File: src/rtl/spi_pkg.sv
// spi_pkg: shared types for the SPI initiator.
// FSM state encoding and bus idle levels.
package spi_pkg;

  typedef enum logic [2:0] {
    IDLE,
    SETUP,
    HIGH,
    LOW,
    HOLD,
    GAP
  } state_t;

  localparam logic SCK_IDLE = 1'b0;
  localparam logic SCE_IDLE = 1'b1;

endpackage

File: src/rtl/spi_clk_div.sv
// spi_clk_div: half-period counter for SCK generation.
// Counts 0..CLK_DIV-1; o_tick marks the terminal count.
module spi_clk_div #(
  parameter int CLK_DIV  = 4,
  parameter int DIV_BITS = $clog2(CLK_DIV)
) (
  input  logic i_clk,
  input  logic i_rst,
  input  logic i_clr,
  output logic o_tick
);

  localparam logic [DIV_BITS-1:0] LAST =
    DIV_BITS'(CLK_DIV - 1);

  logic [DIV_BITS-1:0] cnt;

  always_ff @(posedge i_clk) begin
    if (i_rst || i_clr || cnt == LAST)
      cnt <= '0;
    else
      cnt <= cnt + 1'b1;
  end

  assign o_tick = (cnt == LAST) && !i_clr;

endmodule

File: src/rtl/spi_master.sv
// spi_master: CPOL=0/CPHA=0 SPI initiator, MSB first, active-low CE.
// Define SPI_MASTER_BURST_EN to chain words under one CE assertion.
module spi_master
  import spi_pkg::*;
#(
  parameter int WORD_SIZE = 16,
  parameter int CLK_DIV   = 4,
  parameter int DIV_BITS  = $clog2(CLK_DIV),
  parameter int WORD_BITS = $clog2(WORD_SIZE) + 1
) (
  input  logic                 i_clk,
  input  logic                 i_rst,
  output logic                 o_sck,
  output logic                 o_sce,
  output logic                 o_sout,
  input  logic                 i_sin,
  input  logic [WORD_SIZE-1:0] i_win,
  input  logic                 i_start,
  output logic                 o_busy,
  output logic [WORD_SIZE-1:0] o_wout,
  output logic                 o_wstb
);

  state_t state, state_d;

  logic                 tick;
  logic                 load;
  logic                 capture;
  logic                 done;
  logic                 last_bit;
  logic [WORD_SIZE-1:0] tx;
  logic [WORD_SIZE-1:0] rx;
  logic [WORD_BITS-1:0] bit_cnt;

  spi_clk_div #(
    .CLK_DIV  (CLK_DIV),
    .DIV_BITS (DIV_BITS)
  ) u_div (
    .i_clk  (i_clk),
    .i_rst  (i_rst),
    .i_clr  (state == IDLE),
    .o_tick (tick)
  );

  assign last_bit = bit_cnt == WORD_BITS'(WORD_SIZE - 1);
  // MOSI is the MSB of the transmit register itself
  assign o_sout = tx[WORD_SIZE-1];

  always_ff @(posedge i_clk) begin
    if (i_rst) state <= IDLE;
    else       state <= state_d;
  end

  always_comb begin
    state_d = state;
    load    = 1'b0;
    capture = 1'b0;
    done    = 1'b0;
    unique case (state)
      IDLE: begin
        if (i_start) begin
          load    = 1'b1;
          state_d = SETUP;
        end
      end
      SETUP: begin
        if (tick) state_d = HIGH;
      end
      HIGH: begin
        if (tick) begin
          capture = 1'b1;
          state_d = LOW;
        end
      end
      LOW: begin
        if (tick)
          state_d = (bit_cnt == WORD_BITS'(WORD_SIZE))
                    ? HOLD : HIGH;
      end
      HOLD: begin
        if (tick) begin
          done    = 1'b1;
          state_d = GAP;
`ifdef SPI_MASTER_BURST_EN
          if (i_start) begin
            load    = 1'b1;
            state_d = SETUP;
          end
`endif
        end
      end
      GAP: begin
        if (tick) state_d = IDLE;
      end
      default: state_d = IDLE;
    endcase
  end

  always_ff @(posedge i_clk) begin
    if (i_rst) begin
      o_sck   <= SCK_IDLE;
      o_sce   <= SCE_IDLE;
      o_busy  <= 1'b0;
      o_wout  <= '0;
      o_wstb  <= 1'b0;
      tx      <= '0;
      rx      <= '0;
      bit_cnt <= '0;
    end else begin
      o_sck  <= (state_d == HIGH) ? ~SCK_IDLE : SCK_IDLE;
      o_sce  <= (state_d inside {SETUP, HIGH, LOW, HOLD})
                ? ~SCE_IDLE : SCE_IDLE;
      o_busy <= state_d != IDLE;
      o_wstb <= done;
      if (done) o_wout <= rx;
      if (load) begin
        tx      <= i_win;
        rx      <= '0;
        bit_cnt <= '0;
      end else if (capture) begin
        rx      <= {rx[WORD_SIZE-2:0], i_sin};
        bit_cnt <= bit_cnt + 1'b1;
        if (!last_bit)
          tx <= {tx[WORD_SIZE-2:0], 1'b0};
      end
    end
  end

endmodule

File: config.mk
export PLATFORM = sky130hd
export DESIGN_NAME = spi_master
export DESIGN_NICKNAME = d
export VERILOG_FILES = /design/src/rtl/spi_pkg.sv /design/src/rtl/spi_clk_div.sv /design/src/rtl/spi_master.sv
export SDC_FILE = /design/constraint.sdc
export NUM_CORES = 1
export LEC_CHECK = 0
export BUFFER_PORTS_ARGS = -buffer_cell sky130_fd_sc_hd__buf_2
export CAP_MARGIN = 10
export CORE_MARGIN = 10
export CORE_UTILIZATION = 40
export CTS_CLUSTER_SIZE = 28
export DETAILED_ROUTE_END_ITERATION = 7
export GPL_ROUTABILITY_DRIVEN = 1
export PLACE_DENSITY = 0.6
export SYNTH_ARGS = -nofsm -noshare
export SYNTH_HDL_FRONTEND = slang
export SYNTH_SLANG_ARGS = --single-unit
export TNS_END_PERCENT = 100
File: constraint.sdc
create_clock -name i_clk -period 6 [get_ports i_clk]
set_input_delay 0.6 -clock i_clk [delete_from_list [all_inputs] [get_ports i_clk]]
set_output_delay 0.6 -clock i_clk [all_outputs]
set_load 0.005 [all_outputs]
### Word level (Yosys, flattened, before mapping)

Index checks and enable logic that the tools add are counted.

* register bits: 62
* input bits: 20
* output and inout port bits: 21
* word-level logic and storage cells: 53

* add/subtract/negate cells: 2
* equal/unequal tests: 13
* muxes and demuxes: 18
* reduce and logical (&&, ||, !) cells: 10

Operators with widths (count)
* $mux W16: 3
* $mux W3: 7
* $pmux W3 S6: 1
* $eq A3 B2 Y1 const B: 4
* $eq A3 B3 Y1 const B: 3
* $mux W1: 7
* $eq A3 B1 Y1 const B: 2
* $add A5 B1 Y5 const B: 1
* $eq A5 B4 Y1 const B: 1
* $eq A5 B5 Y1 const B: 1
* $reduce_bool A4 Y1: 1
* $logic_not A3 Y1: 1
* $reduce_bool A3 Y1: 1
* $add A2 B1 Y2 const B: 1
* $eq A2 B2 Y1 const B: 1
* $logic_or A1 B1 Y1: 2
* $ne A2 B2 Y1 const B: 1
* $reduce_and A2 Y1: 1
* $reduce_bool A2 Y1: 1
* $reduce_or A2 Y1: 1
* $logic_and A1 B1 Y1: 1
* $logic_not A1 Y1: 1

### Logic depth before layout (Yosys ltp)

* depth after elaboration: 8
* mapped depth: 7
* mapped depth without buffers: 6

### Cells and area by module

Synthesis repeated with hierarchy kept, for this count alone.

* cell total of the unflattened synthesis: 290
* area total of the unflattened synthesis: 2620.0 µm²

Modules (own cells, without submodules)
* spi_master: times used 1, cells each 284, area each 2533.7 µm², sequential area each 1201.2 µm²
* spi_clk_div: times used 1, cells each 6, area each 86.3 µm², sequential area each 40.0 µm²

### Least setup slack after synthesis

OpenSTA, ideal clock, no wires.

* path type: reg-to-reg
* start: register bit_cnt[0]
* end: register tx[10]
* setup time: 0.152 ns
* arrival: 1.781 ns
* data required time: 5.848 ns
* slack: 4.067 ns
* stages on the path, launching flop included: 8
* buffers on the path: 1
* period minus slack after synthesis: 1.933 ns
* cells stage by stage: dfxtp_1 ha_1 and3_1 ha_1 nand3b_1 a211oi_4 buf_4 a221oi_2

* longest elaborated chain between the ends: 3

RTL lines
* start, declared: line spi_master.sv:33 `logic [WORD_BITS-1:0] bit_cnt;`
* start signal, assigned: line spi_master.sv:122 `bit_cnt <= bit_cnt + 1'b1;`
* $eq A5 B4 Y1: line spi_master.sv:45 `assign last_bit = bit_cnt == WORD_BITS'(WORD_SIZE - 1);`
* $ne A2 B2 Y1 (no source line)
* $reduce_and A2 Y1 (no source line)
* end signal, assigned: line spi_master.sv:117 `tx <= i_win;`
* end signal, assigned: line spi_master.sv:124 `tx <= {tx[WORD_SIZE-2:0], 1'b0};`
* end, declared: line spi_master.sv:31 `logic [WORD_SIZE-1:0] tx;`

Every way passes these cells.
A chain may end at the register's enable or synchronous reset.

### Worst setup path after layout

* start: register u_div.cnt[0]
* end: register bit_cnt[3]

* longest elaborated chain between the ends: 4

RTL lines
* start, declared: line spi_clk_div.sv:16 `logic [DIV_BITS-1:0] cnt;`
* start signal, assigned: line spi_clk_div.sv:22 `cnt <= cnt + 1'b1;`
* $eq A2 B2 Y1: line spi_clk_div.sv:25 `assign o_tick = (cnt == LAST) && !i_clr;`
* $logic_and A1 B1 Y1: line spi_clk_div.sv:25
* $mux W1: line spi_master.sv:70 `if (tick) begin`
* $mux W1: line spi_master.sv:59 `unique case (state)`

Every way passes these cells.

==> flow_summary.yaml <==
sta:
  rsz0062_at_grt: "false"
  period_share_pct: 38.83
  hold_viol: 0
  skew_ns: 0.009674
  whs_ns: 0.4370
  fin_crit_ns: 2.330
  finalSetupViolCount: 0
  tightest_slew_ns: 0.9559
  setup_tns_ns: 0
  drv_slew: 0
  fmax_ghz: 0.4292
  maxSlewHeadroom_pct: 36.07
synthesis:
  synth_seq_cells: 62
  syn_area_sq_um: 2675
  ys_warn_count: 0
  avgSynthCellArea_sq_um: 9.130
  synth.area.top_cells: "dfxtp_1 46%, nand2_1 9.8%, a221oi_2 7.9%, a21oi_1 6.7%, mux2i_1 5.6%"
  synth_common_cells: "70 x nand2_1, 62 x dfxtp_1, 36 x a21oi_1"
  synth_edf_count: 0
  ys.flop_type: "dfxtp_1"
  synth_top_area_share_pct: 46.40
  netlist_instances: 293
  synth_nets: 317
  synth_cell_type_count: 41
  async_flop_share_pct: 0
  synth.most_common_cell: "nand2_1"
  synth_top_cell_by_area: "dfxtp_1"
  yosysSeqAreaShare_pct: 46.40
routing:
  drt_first_pass_iters: 4
  ant_nets: 0
  drt-initial-drc-count: 93
  routedWlPerCell_um: 13.53
  routed_wl_um: 5467
  routed-via-count: 2051
  drc: 0
  vias_per_cell: 5.077
final_layout:
  final_cell_area_sq_um: 3025
  multi_input_comb_area_sq_um: 1279
  stdcell_count: 404
  nets: 346
  areaGrowthSynthToFinish_pct: 13.10
  fillers: 629
  drive_gt1_share_pct: 23.85
  antenna_cells: 0
  seqCellArea_sq_um: 1241
setup_path:
  r2r-end: "bit_cnt[3]"
  max_stage_delay_ns: 0.75
  endpoint_kind: "flop"
  worst-setup-path-type: "flop to flop"
  worstSetupEndpoint: "bit_cnt[3]"
  crit_start: "u_div.cnt[0]"
  r2r_start: "u_div.cnt[0]"
  r2r_slack_ns: 3.67
  startpoint_type: "flop"
  path_cells: "ha_1 > nand4bb_1 > or3_1 > a21oi_1"
  cp_top_family: "simple AND/OR/NAND/NOR gates"
  crit_fanout: 22
  cp_slowest_cell: "nand4bb_1"
  reg2reg_depth: 4
  worst-path-buf-inv: 0
  worstPathArrival_ns: 2.59
  path_depth: 4
  crit_required_ns: 6.26
floorplanning:
  fp.dieW_um: 101.8
  die-area_sq_um: 10360
  die_h_um: 101.8
  rows: 29
  ios: 41
  coreArea_sq_um: 6422
  start_util_pct: 41.65
power:
  p_sw_share_pct: 25.74
  switchingPower_uw: 207.5
  power.leakage_nw: 1.115
  vdd_ir_drop_max_mv: 0.1024
  comb_power_share_pct: 7.4
  power_density_nw_per_um2: 266.4
  power_frac_seq_pct: 53.2
  p_int_uw: 598.5
  finalPower_uw: 806.0
  clock_power_share_pct: 39.4
global_route:
  grt_max_degree: 43
  track_usage_pct: 10.60
  grt-ovfl-total: 0
  antenna_found_initial: 0
  first_global_vias: 1963
  grt_pass1_wl_um: 8887
clock_tree:
  cts_made_buffers: 9
  cts.sink_count: 62
  cts_setup_buffers: 0
  cts_tree: "yes"
  path_clk_slew_ns: 0.07
  htreeDepth: 3
  holdBufCountCts: 0
  clk_latency_ns: 0.33
  cts.repair.resized: 0
  root_buffer: "clkbuf_8"
  clk_path_buf_depth: 2
run_status:
  status: "finished clean"
placed_design:
  gp_congestion: 0.7257
  place_area_sq_um: 2850
  hpwl_um: 3581
  dpl.cell_count: 388
  port_buffers: 40
hold_path:
  hp-start: "u_div.cnt[0]"
  worst_hold_path_type: "flop to flop"
run:
  max-cap-violations: 0
==> routing by layer <==
layer / vias up / share of wire [%] / global-route usage (%)
met5: - / 0 / 0
met4: 0 / 1.5 / 5.611
met3: 7 / 5.5 / 3.812
met2: 30 / 46 / 17.64
met1: 939 / 47 / 11.62
li1: 1075 / - / -
==> how the worst min path moves through the flow <==
stage,slack [ns],endpoint,cells past startpoint
after floorplan,0.41,u_div.cnt[0],1
after global placement,0.41,u_div.cnt[0],1
after detailed placement,0.43,u_div.cnt[0],1
after CTS,0.44,u_div.cnt[0],1
after global routing,0.48,u_div.cnt[0],1
final,0.44,u_div.cnt[0],1
==> state kept, by name, summed over array words and instances (netlist names) <==
register / count
o_wout: 16
rx: 16
tx: 16
bit_cnt: 5
state: 3
u_div.cnt: 2
o_busy: 1
o_sce: 1
o_sck: 1
o_wstb: 1
==> placed cells by master, fill, tap and decap left out, types with 2 or more instances in the layout <==
cell,Yosys,layout
nand4bb_1,2,2
inv_1,5,5
a221oi_1,2,2
a221oi_2,14,14
or3_1,2,2
buf_4,1,2
nand2_1,70,70
nor3_1,3,3
nor4_1,2,2
a21o_1,2,2
buf_2,9,40
nand2b_1,5,5
clkinvlp_4,0,2
clkinv_2,0,2
nand3b_1,2,2
nor3b_1,2,2
ha_1,4,4
clkbuf_8,0,9
a211oi_1,2,2
dfxtp_1,62,62
mux2i_1,15,15
o21ai_0,2,2
nor2_1,20,20
clkinv_4,0,3
a21oi_1,36,36
==> cells by family (layout without fill, tap and decap cells) <==
kind of cell	after synthesis	count (layout)	synth area share [%]
simple gates	118	118	20.95
fa+ha+maj	4	4	1.871
mux	15	15	5.613
flops	62	62	46.40
compound gates	65	65	19.13
buf+inv	29	63	6.033
==> power by group through the flow <==
stage	registers, mW	logic [mW]	clock network (mW)
3_5_place_dp	0.438	0.0604	0
3_3_place_gp	0.438	0.0594	0
4_1_cts	0.429	0.0605	0.328
6_report	0.429	0.0596	0.318
2_1_floorplan	0.435	0.0508	0
5_1_grt	0.430	0.0656	0.346
==> cell type report <==
cell class,instances,share of cell area [%]
clock inverter,7,1.696
tap,77,3.184
clock buffer,9,4.094
multi-input combinational,202,42.27
inverter,5,0.6203
sequential,62,41.03
timing repair buffer,42,7.113
==> stage by stage <==
stage	setup slack (ns)	utilization [%]
floorplan	4.067	-
global placement	3.693	44.38
detailed placement	3.645	44.38
CTS	3.623	47.11
global route	3.418	47.11
finish	3.670	47.11
Note: power is estimated with default switching activity, not from simulation.
